--- src/rtl/cpu_run_controller.sv ---
// ---------------------------------------------------------------------------
// cpu_run_controller
//
// Sequences one run of a single-cycle CPU core. It holds the core in reset
// for a programmable number of cycles and then lets it execute. While the
// core runs, the controller counts cycles and retired (non-NOP)
// instructions. The run ends when the program counter stops moving, which
// is treated as a halt, or when the cycle budget is used up, which is
// treated as a timeout. The result flags and counters are then held until
// the next start request.
//
// Ports
//   clk        in   rising-edge system clock
//   rst        in   synchronous active-low reset
//   start      in   one-cycle run request (honoured in IDLE, HALT, TIMEOUT)
//   pc         in   core program counter          [ADDR_LEN-1:0]
//   inst       in   core current instruction      [INSTR_LEN-1:0]
//   cpu_rst    out  active-high reset to the core
//   running    out  high while the core is running
//   done       out  sticky: run finished (halt or timeout)
//   halted     out  sticky: run ended by a pc self-loop
//   timeout    out  sticky: run ended by the cycle budget
//   cycle_cnt  out  cycles spent in the current/last run [CNT_W-1:0]
//   instr_cnt  out  run cycles with inst != NOP_INST    [CNT_W-1:0]
//   last_pc    out  pc seen on the most recent run cycle [ADDR_LEN-1:0]
// ---------------------------------------------------------------------------
module cpu_run_controller #(
    parameter int                   ADDR_LEN     = 32,
    parameter int                   INSTR_LEN    = 32,
    parameter int                   CNT_W        = 16,
    parameter int                   RESET_CYCLES = 1,
    parameter int                   MAX_CYCLES   = 20,
    parameter int                   HALT_REPEAT  = 2,
    parameter logic [INSTR_LEN-1:0] NOP_INST     = {INSTR_LEN{1'b0}}
) (
    input  logic                 clk,
    input  logic                 rst,
    input  logic                 start,
    input  logic [ADDR_LEN-1:0]  pc,
    input  logic [INSTR_LEN-1:0] inst,
    output logic                 cpu_rst,
    output logic                 running,
    output logic                 done,
    output logic                 halted,
    output logic                 timeout,
    output logic [CNT_W-1:0]     cycle_cnt,
    output logic [CNT_W-1:0]     instr_cnt,
    output logic [ADDR_LEN-1:0]  last_pc
);

    // The reset counter only has to count from 0 to RESET_CYCLES-1.
    localparam int RCW = (RESET_CYCLES > 1) ? $clog2(RESET_CYCLES) : 1;
    // The stall counter only has to count from 0 to HALT_REPEAT.
    localparam int SCW = (HALT_REPEAT > 0) ? $clog2(HALT_REPEAT + 1) : 1;

    localparam logic [RCW-1:0]   RST_LAST  = RCW'(RESET_CYCLES - 1);
    localparam logic [SCW-1:0]   HALT_CMP  = SCW'(HALT_REPEAT);
    localparam logic [CNT_W-1:0] MAX_CMP   = CNT_W'(MAX_CYCLES);
    localparam logic [CNT_W-1:0] CNT_SAT   = {CNT_W{1'b1}};

    typedef enum logic [2:0] {
        S_IDLE,
        S_RESET,
        S_RUN,
        S_HALT,
        S_TIMEOUT
    } state_e;

    state_e               state_q,     state_d;
    logic                 cpu_rst_q,   cpu_rst_d;
    logic                 running_q,   running_d;
    logic                 done_q,      done_d;
    logic                 halted_q,    halted_d;
    logic                 timeout_q,   timeout_d;
    logic [CNT_W-1:0]     cycle_cnt_q, cycle_cnt_d;
    logic [CNT_W-1:0]     instr_cnt_q, instr_cnt_d;
    logic [ADDR_LEN-1:0]  last_pc_q,   last_pc_d;
    logic [RCW-1:0]       rst_cnt_q,   rst_cnt_d;
    logic [SCW-1:0]       stall_cnt_q, stall_cnt_d;

    // Helper values for the RUN state, computed unconditionally so the
    // next-state process stays a flat decision tree.
    logic [CNT_W-1:0]     cycle_inc;
    logic [CNT_W-1:0]     instr_inc;
    logic [SCW-1:0]       stall_next;
    logic                 first_run_cycle;
    logic                 halt_hit;
    logic                 budget_hit;

    // Saturating increments, and the stall count this RUN edge would produce.
    // The cycle counter is zero only on the first RUN cycle of a run because
    // it is cleared when the run is requested and increments on every RUN
    // edge; on that first cycle last_pc does not belong to this run, so it
    // must not be compared against.
    always_comb begin
        cycle_inc       = (cycle_cnt_q == CNT_SAT) ? cycle_cnt_q
                                                   : cycle_cnt_q + CNT_W'(1);
        instr_inc       = (instr_cnt_q == CNT_SAT) ? instr_cnt_q
                                                   : instr_cnt_q + CNT_W'(1);
        first_run_cycle = (cycle_cnt_q == '0);
        if (first_run_cycle) begin
            stall_next = '0;
        end else if (pc == last_pc_q) begin
            stall_next = stall_cnt_q + SCW'(1);
        end else begin
            stall_next = '0;
        end
        halt_hit   = (stall_next == HALT_CMP);
        budget_hit = (cycle_inc == MAX_CMP);
    end

    // Next-state and next-output logic. Every register holds by default;
    // outputs are derived from the state being entered so that they change
    // on the same edge as the state itself.
    always_comb begin
        state_d     = state_q;
        done_d      = done_q;
        halted_d    = halted_q;
        timeout_d   = timeout_q;
        cycle_cnt_d = cycle_cnt_q;
        instr_cnt_d = instr_cnt_q;
        last_pc_d   = last_pc_q;
        rst_cnt_d   = rst_cnt_q;
        stall_cnt_d = stall_cnt_q;

        unique case (state_q)
            S_IDLE, S_HALT, S_TIMEOUT: begin
                if (start) begin
                    state_d     = S_RESET;
                    done_d      = 1'b0;
                    halted_d    = 1'b0;
                    timeout_d   = 1'b0;
                    cycle_cnt_d = '0;
                    instr_cnt_d = '0;
                    last_pc_d   = '0;
                    rst_cnt_d   = '0;
                    stall_cnt_d = '0;
                end
            end

            S_RESET: begin
                if (rst_cnt_q == RST_LAST) begin
                    state_d = S_RUN;
                end else begin
                    rst_cnt_d = rst_cnt_q + RCW'(1);
                end
            end

            S_RUN: begin
                cycle_cnt_d = cycle_inc;
                last_pc_d   = pc;
                stall_cnt_d = stall_next;
                if (inst != NOP_INST) begin
                    instr_cnt_d = instr_inc;
                end
                // A halt on the last budgeted cycle is still reported as a
                // halt, since the program did reach its end.
                if (halt_hit) begin
                    state_d  = S_HALT;
                    done_d   = 1'b1;
                    halted_d = 1'b1;
                end else if (budget_hit) begin
                    state_d   = S_TIMEOUT;
                    done_d    = 1'b1;
                    timeout_d = 1'b1;
                end
            end

            default: begin
                state_d = S_IDLE;
            end
        endcase

        cpu_rst_d = (state_d != S_RUN);
        running_d = (state_d == S_RUN);
    end

    // State and output registers with synchronous active-low reset. A reset
    // in the middle of a run simply abandons it without setting any flag.
    always_ff @(posedge clk) begin
        if (!rst) begin
            state_q     <= S_IDLE;
            cpu_rst_q   <= 1'b1;
            running_q   <= 1'b0;
            done_q      <= 1'b0;
            halted_q    <= 1'b0;
            timeout_q   <= 1'b0;
            cycle_cnt_q <= '0;
            instr_cnt_q <= '0;
            last_pc_q   <= '0;
            rst_cnt_q   <= '0;
            stall_cnt_q <= '0;
        end else begin
            state_q     <= state_d;
            cpu_rst_q   <= cpu_rst_d;
            running_q   <= running_d;
            done_q      <= done_d;
            halted_q    <= halted_d;
            timeout_q   <= timeout_d;
            cycle_cnt_q <= cycle_cnt_d;
            instr_cnt_q <= instr_cnt_d;
            last_pc_q   <= last_pc_d;
            rst_cnt_q   <= rst_cnt_d;
            stall_cnt_q <= stall_cnt_d;
        end
    end

    assign cpu_rst   = cpu_rst_q;
    assign running   = running_q;
    assign done      = done_q;
    assign halted    = halted_q;
    assign timeout   = timeout_q;
    assign cycle_cnt = cycle_cnt_q;
    assign instr_cnt = instr_cnt_q;
    assign last_pc   = last_pc_q;

endmodule

--- config.mk ---
export PLATFORM = sky130hd
export DESIGN_NAME = cpu_run_controller
export DESIGN_NICKNAME = d
export VERILOG_FILES = /design/src/rtl/cpu_run_controller.sv
export SDC_FILE = /design/constraint.sdc
export NUM_CORES = 1
export LEC_CHECK = 0
export CELL_PAD_IN_SITES_DETAIL_PLACEMENT = 1
export CELL_PAD_IN_SITES_GLOBAL_PLACEMENT = 2
export CORE_MARGIN = 10
export CORE_UTILIZATION = 25
export CTS_CLUSTER_DIAMETER = 200
export DETAILED_ROUTE_END_ITERATION = 8
export HOLD_SLACK_MARGIN = 0.12
export PLACE_DENSITY = 0.87
export SYNTH_ARGS = -nofsm -noshare
export SYNTH_HDL_FRONTEND = slang
export SYNTH_SLANG_ARGS = --single-unit
--- constraint.sdc ---
create_clock -name clk -period 4.1 [get_ports clk]
set_input_delay 0.41 -clock clk [delete_from_list [all_inputs] [get_ports clk]]
set_output_delay 0.41 -clock clk [all_outputs]
set_load 0.1 [all_outputs]
==> results summary, run 1 <==
The instance count after placement with tap cells included came out at 752. The floorplan step set the die width to 144 µm. The total placed instance area came out at 0.00536 mm². The global-route wire length before repair came out at 23100 µm. The critical path in this run is classified as flop to flop. The number of distinct library cells after synthesis came out at 51. The maximum VDD drop came out at 0.231 mV. The kind of end point of the critical path is a flop. The maximum fanout along the worst path came out at 9. The tightest slew margin relative to the limit came out at 29.4%. The final estimated routing congestion in global placement is 0.877. The number of cells in the finished layout apart from fillers is 769.

The total negative slack for setup checks is 0 ns. For this run, the slowest stage of the critical path takes 0.76 ns. The slowest library cell on the worst path is sky130_fd_sc_hd__or4_1.

The worst hold path belongs to the class flop to flop. The count of final hold-check violations came to 0. The fraction of registers with async set or reset after synthesis came out at 0%. The final-report max-slew violation count came out at 0. The number of placement rows came out at 45. The initial utilization of the core area, before any placement, comes to 25.4%. The source-to-sink clock delay at the later pin of the worst-skew pair is 0.34 ns.

The detailed-routed wire length on met2 came out at 7770 µm. The number of gates given a new drive strength after cts came out at 0. The number of antenna violations at the first check in global routing is 1.

The number of global-route vias before repair is 4087. The number of clock sinks seen by CTS came out at 74. The detailed-placement wirelength estimate is 11000 µm.

On the critical path the largest part of the delay comes from simple AND/OR/NAND/NOR gates. The area growth from synthesis to layout came out at 47.8%. After synthesis, the largest family of logic cells by area is simple AND/OR/NAND/NOR gates. For this block, the initial DRC count from the detailed router was 237. The most common flop cell mapped by yosys is sky130_fd_sc_hd__dfxtp_1. The shortest period the worst path allows came out at 2.90 ns.

The count of unresolved DRC violations after routing came out at 0. TritonCTS built the clock tree. The final setup skew came out at 0.00576 ns. The number of buffers and inverters on the critical path came out at 0. The met3 wire length came out at 648 µm. The detailed-routing iteration count for the pre-antenna-repair pass came out at 4.

The setup slack of the critical path after layout is 1.20 ns. The arrival time reported for the critical path endpoint is 3.13 ns. The worst path uses 70.6% of the clock period. sky130_fd_sc_hd__dfxtp_1 takes more of the synthesized area than any other cell.

The reported leakage power is 2.01 nW. The cell at the root of the clock tree is sky130_fd_sc_hd__clkbuf_16. The clock-pin slew on the worst setup and hold paths came out at 0.06 ns. The detailed-route wire length came out at 14900 µm. The post-synthesis mux area share is 0.518%. The final design instance area without fill is 0.00571 mm². OpenSTA, run right after detailed placement, puts the worst setup slack at 1.07 ns. The H-tree depth is 3.

Summing the sequential cell areas from Yosys gives 38.3% of the chip area. The CTS buffer count came out at 9. The post-synthesis compound-gate area fraction came out at 16.5%.

At the pin with the least slew margin, the transition time is 1.06 ns. The tool flagged a number of max-cap violations equal to 0. After detailed routing, no signal wire sits above met4. The number of fill cells in the layout came out at 1783. The slack of the worst reg-to-reg path came out at 1.20 ns.

The post-synth net total is 525. The final net count came out at 645. The startpoint identified for the worst register-to-register timing path is cycle_cnt[1]. The placeable core region came out at 0.0152 mm². The Yosys step of the flow raised 0 warnings.

Dividing total power by cell area gives a power density of 364 mW/mm². The total global-route track usage is 14.0%. The floorplan step set the die height to 144 µm.

The floorplan step defined a die boundary enclosing 0.0208 mm². Setup repair after global routing left no endpoint under its margin. The clock passes through at most 2 buffers. The worst hold path terminates at halted.

The detailed router put a total of 6100 µm of wire on met1. The count of flip-flops with a built-in enable after synthesis came out at 0. Of the total synthesized cell area, the portion taken by full adders, half adders and majority gates is 0.971%. The number of hold buffers added after CTS is 0. The run finished with clean final reports. The capture instance of the worst register-to-register path is running. The worst setup path is launched from a flop. The final count of negative-setup-slack endpoints came out at 0.

The top-area cell type share of the netlist area is 38.3%. The endpoint required time on the critical path is 4.33 ns. The design draws 2.08 mW. The worst register-to-register path has a depth of 8.

In the post-synthesis netlist, the biggest area contributors are sky130_fd_sc_hd__dfxtp_1, sky130_fd_sc_hd__xor2_1, sky130_fd_sc_hd__a22oi_1, sky130_fd_sc_hd__nor2b_1, sky130_fd_sc_hd__nor2_1. The detail route stage leaves a number of antenna-violating nets equal to 0. The number of buffers inserted by post-CTS setup repair came out at 0.

The worst hold slack across all endpoints came out at 0.495 ns. Cells fill 37.6% of the core in the end. A synthesized cell averages 8.49 µm². Summing every instance area after synthesis gives 0.00386 mm². The xor and xnor fraction of the mapped netlist area came out at 11.8%. The signal on the critical path passes through ha_1 > nand4_1 > or4_1 > nand4_4 > xnor2_1 > nor4_4 > a31oi_1 > and2_1. The post-detailed-route wirelength per cell is 19.3 µm.

Detailed routing inserted a total of 3884 vias. The worst hold path stage count came out at 2. The average via count per standard cell is 5.05.

For this run the aggregate overflow at the end of global routing stands at 0. The maximum operating frequency is 345 MHz. The pin count of the biggest net entering global routing came out at 46.

The post-route netlist has 4.66% of its cells at a drive strength greater than 1. The synthesized design contains 74 register bits. The instance count of the mapped netlist is 455. The startpoint of the lowest-slack hold path is halted. The simple-gate share of the synthesized area is 27.9%. Input and output buffers added on the ports amount to 135. The number of I/O pins is 136.
state kept, by name, indices dropped and copies added, names as in the netlist, 2 cells and up:
name,cells
state_q,3
stall_cnt_q,2
last_pc,32
cycle_cnt,16
instr_cnt,16
tightest hold or removal path: stages, from the launching register on:
cell	delay, ns
sky130_fd_sc_hd__dfxtp_1	0.32
sky130_fd_sc_hd__nand2_1	0.06
sky130_fd_sc_hd__a21boi_1	0.06
area by class of cell:
| cell class | instances | area, µm² | share of cell area, % |
|---|---|---|---|
| multi-input cells | 345 | 2240 | 39.2 |
| flip-flops and latches | 74 | 1480 | 25.9 |
| repair buffers | 138 | 1370 | 24.0 |
| clock buffers | 11 | 253 | 4.42 |
| well taps | 188 | 235 | 4.12 |
| clock inverters | 5 | 100 | 1.75 |
| inverters | 7 | 26.3 | 0.460 |
| diodes | 1 | 2.50 | 0.0438 |
layout by cell type, fill, tap and decap left out, drive strengths merged, types with 20 or more instances in the layout:
cell type,instances
o21ai,20
nor4,20
xor2,45
clkdlybuf4s50,135
nor2,40
a22oi,34
nor2b,38
nand3,22
dfxtp,74
nand2,24
power breakdown:
| group | switching (mW) | internal (mW) | total [mW] |
|---|---|---|---|
| combinational | 0.246 | 0.134 | 0.380 |
| clock | 0.317 | 0.626 | 0.943 |
| sequential | 0.0194 | 0.737 | 0.757 |
Yosys cell counts (5+ instances only):
library cell	n
sky130_fd_sc_hd__a22oi_1	34
sky130_fd_sc_hd__nand3_1	22
sky130_fd_sc_hd__nand4_1	15
sky130_fd_sc_hd__clkbuf_1	20
sky130_fd_sc_hd__inv_1	7
sky130_fd_sc_hd__xor2_1	45
sky130_fd_sc_hd__xnor2_1	7
sky130_fd_sc_hd__buf_2	6
sky130_fd_sc_hd__nand2_1	24
sky130_fd_sc_hd__nor2_1	40
sky130_fd_sc_hd__and2_1	6
sky130_fd_sc_hd__nor4_1	19
sky130_fd_sc_hd__o21ai_0	15
sky130_fd_sc_hd__a31oi_1	6
sky130_fd_sc_hd__o21ai_1	5
sky130_fd_sc_hd__nor2b_1	38
sky130_fd_sc_hd__a21oi_1	9
sky130_fd_sc_hd__dfxtp_1	74
sky130_fd_sc_hd__nor3_1	10
worst max-delay path by stage:
stage,slack (ns),start,cells past startpoint,endpoint
floorplan,1.01,cycle_cnt[1],9,running
global placement,1.17,pc[27],8,running
detailed placement,1.07,pc[19],8,running
CTS,1.20,cycle_cnt[1],8,running
global route,0.96,cycle_cnt[1],8,running
finish,1.20,cycle_cnt[1],8,running
layer usage:
metal / vias to the layer above / track usage (%)
li1: 1871 / -
met1: 1925 / 16.1
met2: 68 / 24.4
met3: 20 / 3.44
met4: 0 / 5.53
met5: - / 0
logic make-up (layout without fill, tap and decap cells):
group                    Yosys count  after routing
AO/OA/AOI/OAI                     93             93
XOR/XNOR                          52             52
adder cells (fa/ha/maj)            3              3
buffers and inverters             36            161
flip-flops                        74             74
multiplexers                       2              2
other                              0              1
AND/OR/NAND/NOR                  195            195
(Power assumes the default switching activity.)
==> run 2: changes to the inputs <==
==> constraint.sdc (replaced) <==
create_clock -name clk -period 2.75 [get_ports clk]
set_input_delay 0.275 -clock clk [delete_from_list [all_inputs] [get_ports clk]]
set_output_delay 0.275 -clock clk [all_outputs]
set_load 0.1 [all_outputs]
==> run 2 against run 1 <==
  * First-iteration DRC count rose by 15%
  * Sequential power is 49% higher
  * Non-clock buffer count grew 6
  * Die area stayed put
  * Routed wire length shrank 1.0%
  * Combinational power up 48%
  * Critical path type unchanged
==> results summary, run 2 (synthesis results as in run 1) <==
The number of global-route vias before repair came out at 4011 (-1.9%). The x dimension of the die came out at 144 µm (unchanged). The detailed-routing iteration count for the pre-antenna-repair pass came out at 5 (+1). The endpoint required time on the critical path came out at 2.98 ns (-1.35 ns). The final worst-path cycle share is 89.8% (+19 points). The share of layout cells above drive strength 1 is 19.8% (+15 points).

The path type of the worst setup path is flop to flop. The count of unresolved DRC violations after routing came out at 0 (unchanged). The post-detailed-route wirelength per cell is 19.1 µm (-1.2%). The number of I/O pins came out at 136 (unchanged). The global-route wire length before repair was 22700 µm (-1.8%). The final setup skew is 0.00509 ns (-0.000671 ns). The number of clock sinks seen by CTS came out at 74 (unchanged). The CTS buffer count came out at 9 (unchanged).

The tightest slew margin relative to the limit is 54.9% (+26 points). The library cell used most frequently in the layout, excluding fill and tap cells, is sky130_fd_sc_hd__buf_4. The area growth from synthesis to layout is 42.5%. The placeable core region is 0.0152 mm² (unchanged). The final-report max-slew violation count is 0 (unchanged).

The setup slack of the critical path after layout is 0.281 ns (-0.924 ns). The root buffer cell chosen for the clock tree is sky130_fd_sc_hd__clkbuf_16. The power density over the cells came out at 496 mW/mm² (+36%).

TritonCTS built the clock tree. The arrival time reported for the critical path endpoint came out at 2.70 ns (-0.43 ns). The number of diodes added for antenna fixing is 0 (-1).

The number of hold buffers added after CTS is 0 (unchanged). For this design, the slowest cell found on the critical path is sky130_fd_sc_hd__or4_4. The detailed-placement wirelength estimate came to 11200 µm (+2.3%). The vertical die dimension came out at 144 µm (unchanged). The launching element of the worst setup path is cycle_cnt[1]. The stage delay of the slowest cell on the critical path is 0.62 ns (-0.14 ns). The flip-flop count of the largest register, all copies and words added is 32 (unchanged). The routed via count was 3815 (-1.8%). The detailed-route wire length is 14700 µm (-1.0%).

The startpoint of the lowest-slack hold path is timeout. The number of placement rows came to 45 (unchanged). The final estimated routing congestion in global placement came out at 0.903 (+3.0%). The number of buffers and inverters on the critical path is 0 (unchanged).

STA classifies the critical path startpoint as a flop. The shortest period the worst path allows is 2.47 ns (-0.426 ns). The final standard cell utilization of the core is 36.2% (-1.4 points). The worst setup path is captured at a flop. The count of final hold-check violations came out at 0 (unchanged). The remaining antenna violation count came out at 0 (unchanged).

The total negative slack for setup checks came out at 0 ns (unchanged). On the critical path the largest part of the delay comes from simple AND/OR/NAND/NOR gates. The number of cells in the finished layout apart from fillers came out at 770 (+0.13%). The source-to-sink clock delay at the later pin of the worst-skew pair is 0.34 ns (about the same).

The average via count per standard cell is 4.95 (-1.9%). The run finished with clean final reports. The final count of negative-setup-slack endpoints came to 0 (unchanged). The reported leakage power came out at 2.13 nW (+6.3%).

The transition at the pin with the smallest max-transition slack came out at 0.676 ns (-0.380 ns). The minimum setup slack after placement came out at 0.153 ns (-0.917 ns). The number of fill cells in the layout is 1794 (+0.62%). The worst-case clock buffer depth is 2 (unchanged). The maximum VDD drop came to 0.258 mV (+12%). The clock-pin slew on the worst setup and hold paths was 0.06 ns (about the same).

The pin count of the biggest net entering global routing is 46 (unchanged). The port buffer count was 135 (unchanged). The H-tree depth is 3 (unchanged). The worst flop-to-flop path startpoint is cycle_cnt[1]. The signal on the critical path passes through ha_1 > nand4_1 > or4_4 > nand4_4 > xnor2_1 > nor4_4 > a31oi_1 > and2_1.

The total global-route track usage is 14.0% (-0.034 points). The maximum fanout along the worst path came out at 9 (unchanged). The max-cap violation count came out at 0 (unchanged).

The total congestion overflow came out at 0 (unchanged). The number of antenna violations at the first check in global routing is 0 (-1). The maximum operating frequency came out at 405 MHz (+17%). Setup repair after global routing left no endpoint under its margin.

The effective utilization at floorplan came out at 25.4% (unchanged). The final net count came out at 651 (+0.93%). In the layout the commonest cells are sky130_fd_sc_hd__buf_4, sky130_fd_sc_hd__clkdlybuf4s50_1, sky130_fd_sc_hd__dfxtp_1. The type of the most critical hold path is flop to flop. The total die area came out at 0.0208 mm² (unchanged). The number of DRC markers in iteration 0 is 273 (+15%). The instance count after placement with tap cells included is 758 (+0.80%).
-- run 2: cell types whose count changed in the layout (fill, tap and decap cells not counted) --
cell,previous run,this run
sky130_fd_sc_hd__buf_4,3,78
sky130_fd_sc_hd__clkbuf_8,2,1
sky130_fd_sc_hd__bufinv_16,3,0
sky130_fd_sc_hd__clkinv_2,2,1
sky130_fd_sc_hd__o21ai_2,0,1
sky130_fd_sc_hd__dfxtp_2,0,16
sky130_fd_sc_hd__or4_1,1,0
sky130_fd_sc_hd__dfxtp_1,74,58
sky130_fd_sc_hd__diode_2,1,0
sky130_fd_sc_hd__or4_4,0,1
sky130_fd_sc_hd__clkbuf_1,0,1
sky130_fd_sc_hd__o21ai_1,5,4
sky130_fd_sc_hd__clkdlybuf4s50_1,135,66
-- run 2: layout make-up --
type                    instances  area (µm²)  share of cell area [%]
clock buffers                  11         243                    4.41
clock inverters                 1        5.00                  0.0909
inverters                       7        26.3                   0.477
multi-input cells             345        2250                    40.9
flip-flops and latches         74        1500                    27.3
well taps                     188         235                    4.27
repair buffers                144        1250                    22.6
-- run 2: power breakdown --
group | switching, mW | internal (mW) | leakage [nW]
Sequential | 0.0283 | 1.10 | 0.607
Clock | 0.429 | 0.613 | 0.123
Combinational | 0.368 | 0.194 | 1.40
-- run 2: path summary, 6_finish.rpt --
path / slack (ns) / depth (start not counted) / endpoint
setup / recovery: 0.28 / 8 / running
hold / removal: 0.46 / 2 / timeout
setup reg to reg: 0.28 / 8 / running
hold reg to reg: 0.46 / 2 / timeout
-- run 2: worst reg2reg max path: stages, from the launching register on --
cell and delay [ns]:
sky130_fd_sc_hd__dfxtp_2 0.39, sky130_fd_sc_hd__ha_1 0.28, sky130_fd_sc_hd__nand4_1 0.22, sky130_fd_sc_hd__or4_4 0.62, sky130_fd_sc_hd__nand4_4 0.15, sky130_fd_sc_hd__xnor2_1 0.10, sky130_fd_sc_hd__nor4_4 0.27, sky130_fd_sc_hd__a31oi_1 0.17
sky130_fd_sc_hd__and2_1 0.18
-- run 2: per-layer routing --
metal	vias up	routed length, µm	global-route usage (%)
li1	1878	-	-
met1	1845	5750	15.6
met2	71	7890	24.6
met3	21	761	3.51
met4	0	305	6.06
met5	-	0	0
-- run 2: metrics by stage --
step / area (µm²) / hold slack, ns / power (mW)
after floorplan: 3880 / 0.448 / 1.49
final: 5510 / 0.464 / 2.73
after global routing: 5510 / 0.505 / 2.85
after global placement: 5250 / 0.447 / 1.70
after CTS: 5500 / 0.471 / 2.77
after detailed placement: 5250 / 0.459 / 1.71
-- run 2: what timing repair did --
action                                  4_1_cts  5_1_grt
endpoints found under the setup margin        0       12
setup buffers                                 0        0
gates resized for setup                       0        2
==> run 3: changes to the inputs <==
--- a/config.mk
+++ b/config.mk
@@ -7,8 +7,10 @@
 export LEC_CHECK = 0
 export CELL_PAD_IN_SITES_DETAIL_PLACEMENT = 1
 export CELL_PAD_IN_SITES_GLOBAL_PLACEMENT = 2
+export CORE_ASPECT_RATIO = 0.6
 export CORE_MARGIN = 10
 export CORE_UTILIZATION = 25
+export CTS_BUF_LIST = sky130_fd_sc_hd__clkbuf_16
 export CTS_CLUSTER_DIAMETER = 200
 export DETAILED_ROUTE_END_ITERATION = 8
 export HOLD_SLACK_MARGIN = 0.12
==> run 3 against run 2 <==
  * Sequential share of layout area shrank 0.35 points
  * Via count grew 2.7%
  * Combinational power grew 2%
  * Worst hold slack gained 0.0012 ns
  * Sequential cell count is the same
  * Core utilization grew 0.38 points
  * Largest cell class unchanged
  * Die area grew 0.79%
  * Critical path depth is the same
  * Sequential power is essentially flat
  * Routed wire length grew 2.2%
  * Critical endpoint unchanged
  * Non-clock buffer count shrank 1
  * Largest power group is now the clock network
  * Clock skew grew 0.0050 ns
==> results summary, run 3 (synthesis results as in run 1) <==
The flow ran to the end, and the final reports show no timing, DRC or antenna violations. The tightest slew margin relative to the limit is 53.0% (-1.9 points). The number of hold buffers added after CTS came to 0 (unchanged). The number of clock sinks seen by CTS is 74 (unchanged). The total negative slack for setup checks came out at 0 ns (unchanged). The max-cap violation count is 0 (unchanged). The placeable core region came out at 0.0152 mm² (+0.25%). The clock-pin slew on the worst setup and hold paths was 0.06 ns (about the same).

The path type of the worst setup path is flop to flop. The final count of negative-setup-slack endpoints is 0 (unchanged). The worst hold path stage count is 2 (unchanged). The total global-route track usage is 14.1% (+0.12 points). The remaining antenna violation count is 0 (unchanged). The path depth of the worst reg2reg path came out at 8 (unchanged). The reported leakage power is 2.15 nW (+0.76%). The signal on the critical path passes through ha_1 > nand4_1 > or4_4 > nand4_4 > xnor2_1 > nor4_4 > a31oi_1 > and2_1.

The number of antenna violations at the first check in global routing came to 0 (unchanged). The number of I/O pins is 136 (unchanged). Leaving out fill and tap cells, the most frequent cell in the layout is sky130_fd_sc_hd__buf_4. The detailed-route wire length is 15000 µm (+2.2%).

The flip-flop count of the largest register, all copies and words added is 32 (unchanged). The arrival time reported for the critical path endpoint is 2.72 ns (+0.02 ns). The startpoint of the lowest-slack hold path is timeout. The detailed-placement wirelength estimate was 11500 µm (+2.4%).

The count of unresolved DRC violations after routing came to 0 (unchanged). The worst hold slack across all endpoints came out at 0.466 ns (+0.00123 ns). The worst setup path is launched from a flop. Setup repair after global routing left no endpoint under its margin. The global-route wire length before repair came out at 24100 µm (+6.1%).

The kind of end point of the critical path is a flop. The total congestion overflow was 0 (unchanged). The port buffer count is 135 (unchanged).

The TritonCTS clock tree is done. The instance count after placement with tap cells included came out at 772 (+1.8%). The worst hold path terminates at timeout. The area growth from synthesis to layout is 44.3%.

The number of fill cells in the layout came to 1783 (-0.61%). The stage delay of the slowest cell on the critical path came out at 0.62 ns (about the same). The x dimension of the die was 181 µm (+25%). The power density over the cells is 518 mW/mm² (+4.4%).

The path class of the tightest hold or removal check is flop to flop. The number of cells in the finished layout apart from fillers is 788 (+2.3%). The number of placement rows came out at 35 (-22%). The slowest stage of the critical path is the sky130_fd_sc_hd__or4_4 cell. The cell sitting at the root of the clock tree is a sky130_fd_sc_hd__clkbuf_16.

The final setup skew was 0.0101 ns (+0.00496 ns). The share of layout cells above drive strength 1 is 20.0% (+0.24 points). The slack of the worst reg-to-reg path was 0.26 ns (-0.02 ns).

The average via count per standard cell came out at 4.97 (+0.35%). The worst-case clock buffer depth was 2 (unchanged). The vertical die dimension is 116 µm (-19%). The source-to-sink clock delay at the later pin of the worst-skew pair came out at 0.35 ns (about the same). The final net count came to 650 (-0.15%). The CTS buffer count came out at 9 (unchanged).

The final-report max-slew violation count is 0 (unchanged). The effective utilization at floorplan came to 25.4% (-0.063 points). The detailed-routing iteration count for the pre-antenna-repair pass came to 4 (-1). The transition at the pin with the smallest max-transition slack is 0.705 ns (+0.0287 ns). The routed via count came to 3918 (+2.7%). The final worst-path cycle share came out at 90.6% (+0.78 points). In the layout the commonest cells are sky130_fd_sc_hd__buf_4, sky130_fd_sc_hd__clkdlybuf4s50_1, sky130_fd_sc_hd__dfxtp_1. The number of diodes added for antenna fixing came out at 0 (unchanged). The area used by sequential logic in the layout came out at 0.00150 mm² (unchanged). The maximum operating frequency is 401 MHz (-0.87%). The number of DRC markers in iteration 0 is 230 (-16%). The number of global-route vias before repair is 4236 (+5.6%). The H-tree depth came to 3 (unchanged).

The maximum VDD drop is 0.301 mV (+17%). The pin count of the biggest net entering global routing is 46 (unchanged). The total die area came to 0.0210 mm² (+0.79%). The count of final hold-check violations came out at 0 (unchanged). The final estimated routing congestion in global placement came to 0.874 (-3.2%). The capture instance of the worst register-to-register path is running. The endpoint required time on the critical path was 2.98 ns (about the same). The shortest period the worst path allows is 2.49 ns (+0.0215 ns).

The maximum fanout along the worst path came out at 9 (unchanged). The worst register-to-register path begins at cycle_cnt[1]. The post-detailed-route wirelength per cell came out at 19.1 µm (-0.18%).

The area taken by multi-input logic gates is 0.00225 mm² (unchanged).
[run 3: report_power, final]
part           leakage (nW)  switching [mW]  internal, mW
Clock                 0.141           0.488         0.701
Combinational          1.40           0.372         0.200
Sequential            0.607          0.0311          1.10
Total                  2.15           0.891          2.00
[run 3: cell type report]
class                           instances  share of cell area (%)
Multi-Input combinational cell        345                    40.3
Sequential cell                        74                    26.9
Inverter                                7                   0.471
Clock inverter                          7                    1.26
Clock buffer                            9                    4.04
Timing Repair Buffer                  143                    22.4
Tap cell                              203                    4.55
[run 3: stage by stage]
step | cell area, µm² | power (mW) | setup WS (ns) | utilization (%)
final | 5580 | 2.89 | 0.259 | 36.6
after global routing | 5580 | 3.00 | 0.0489 | 36.6
after CTS | 5570 | 2.92 | 0.101 | 36.6
after detailed placement | 5280 | 1.72 | 0.102 | 34.6
after global placement | 5280 | 1.71 | 0.229 | 34.6
after floorplan | 3880 | 1.49 | 0.0553 | -
[run 3: worst max path at each step]
stage / depth (start not counted) / start / slack (ns) / end
6_report: 8 / cycle_cnt[1] / 0.26 / running
5_1_grt: 8 / cycle_cnt[1] / 0.05 / running
4_1_cts: 8 / cycle_cnt[1] / 0.10 / running
3_5_place_dp: 8 / cycle_cnt[1] / 0.10 / running
3_3_place_gp: 8 / cycle_cnt[1] / 0.23 / running
2_1_floorplan: 9 / cycle_cnt[1] / 0.06 / running
[run 3: what timing repair did]
| action | CTS | global route |
|---|---|---|
| resized for setup | 0 | 2 |
| buffers inserted | 0 | 0 |
| setup endpoints to repair | 0 | 11 |
[run 3: metal layers]
metal / global-route usage, % / wire, µm / part of all wire (%) / up-vias
met5: 0 / 0 / 0 / -
met4: 3.32 / 160 / 1.1 / 0
met1: 18.9 / 7200 / 48 / 1922
met2: 22.0 / 6770 / 45 / 101
met3: 4.02 / 896 / 6.0 / 13
li1: - / - / - / 1882
[run 3: critical path: cells and delay by family, from the launching register on]
| family | cells | cell delay (ns) |
|---|---|---|
| flip-flops | 1 | 0.39 |
| adder cells (fa/ha/maj) | 1 | 0.28 |
| AO/OA/AOI/OAI | 1 | 0.16 |
| XOR/XNOR | 1 | 0.10 |
| AND/OR/NAND/NOR | 5 | 1.46 |
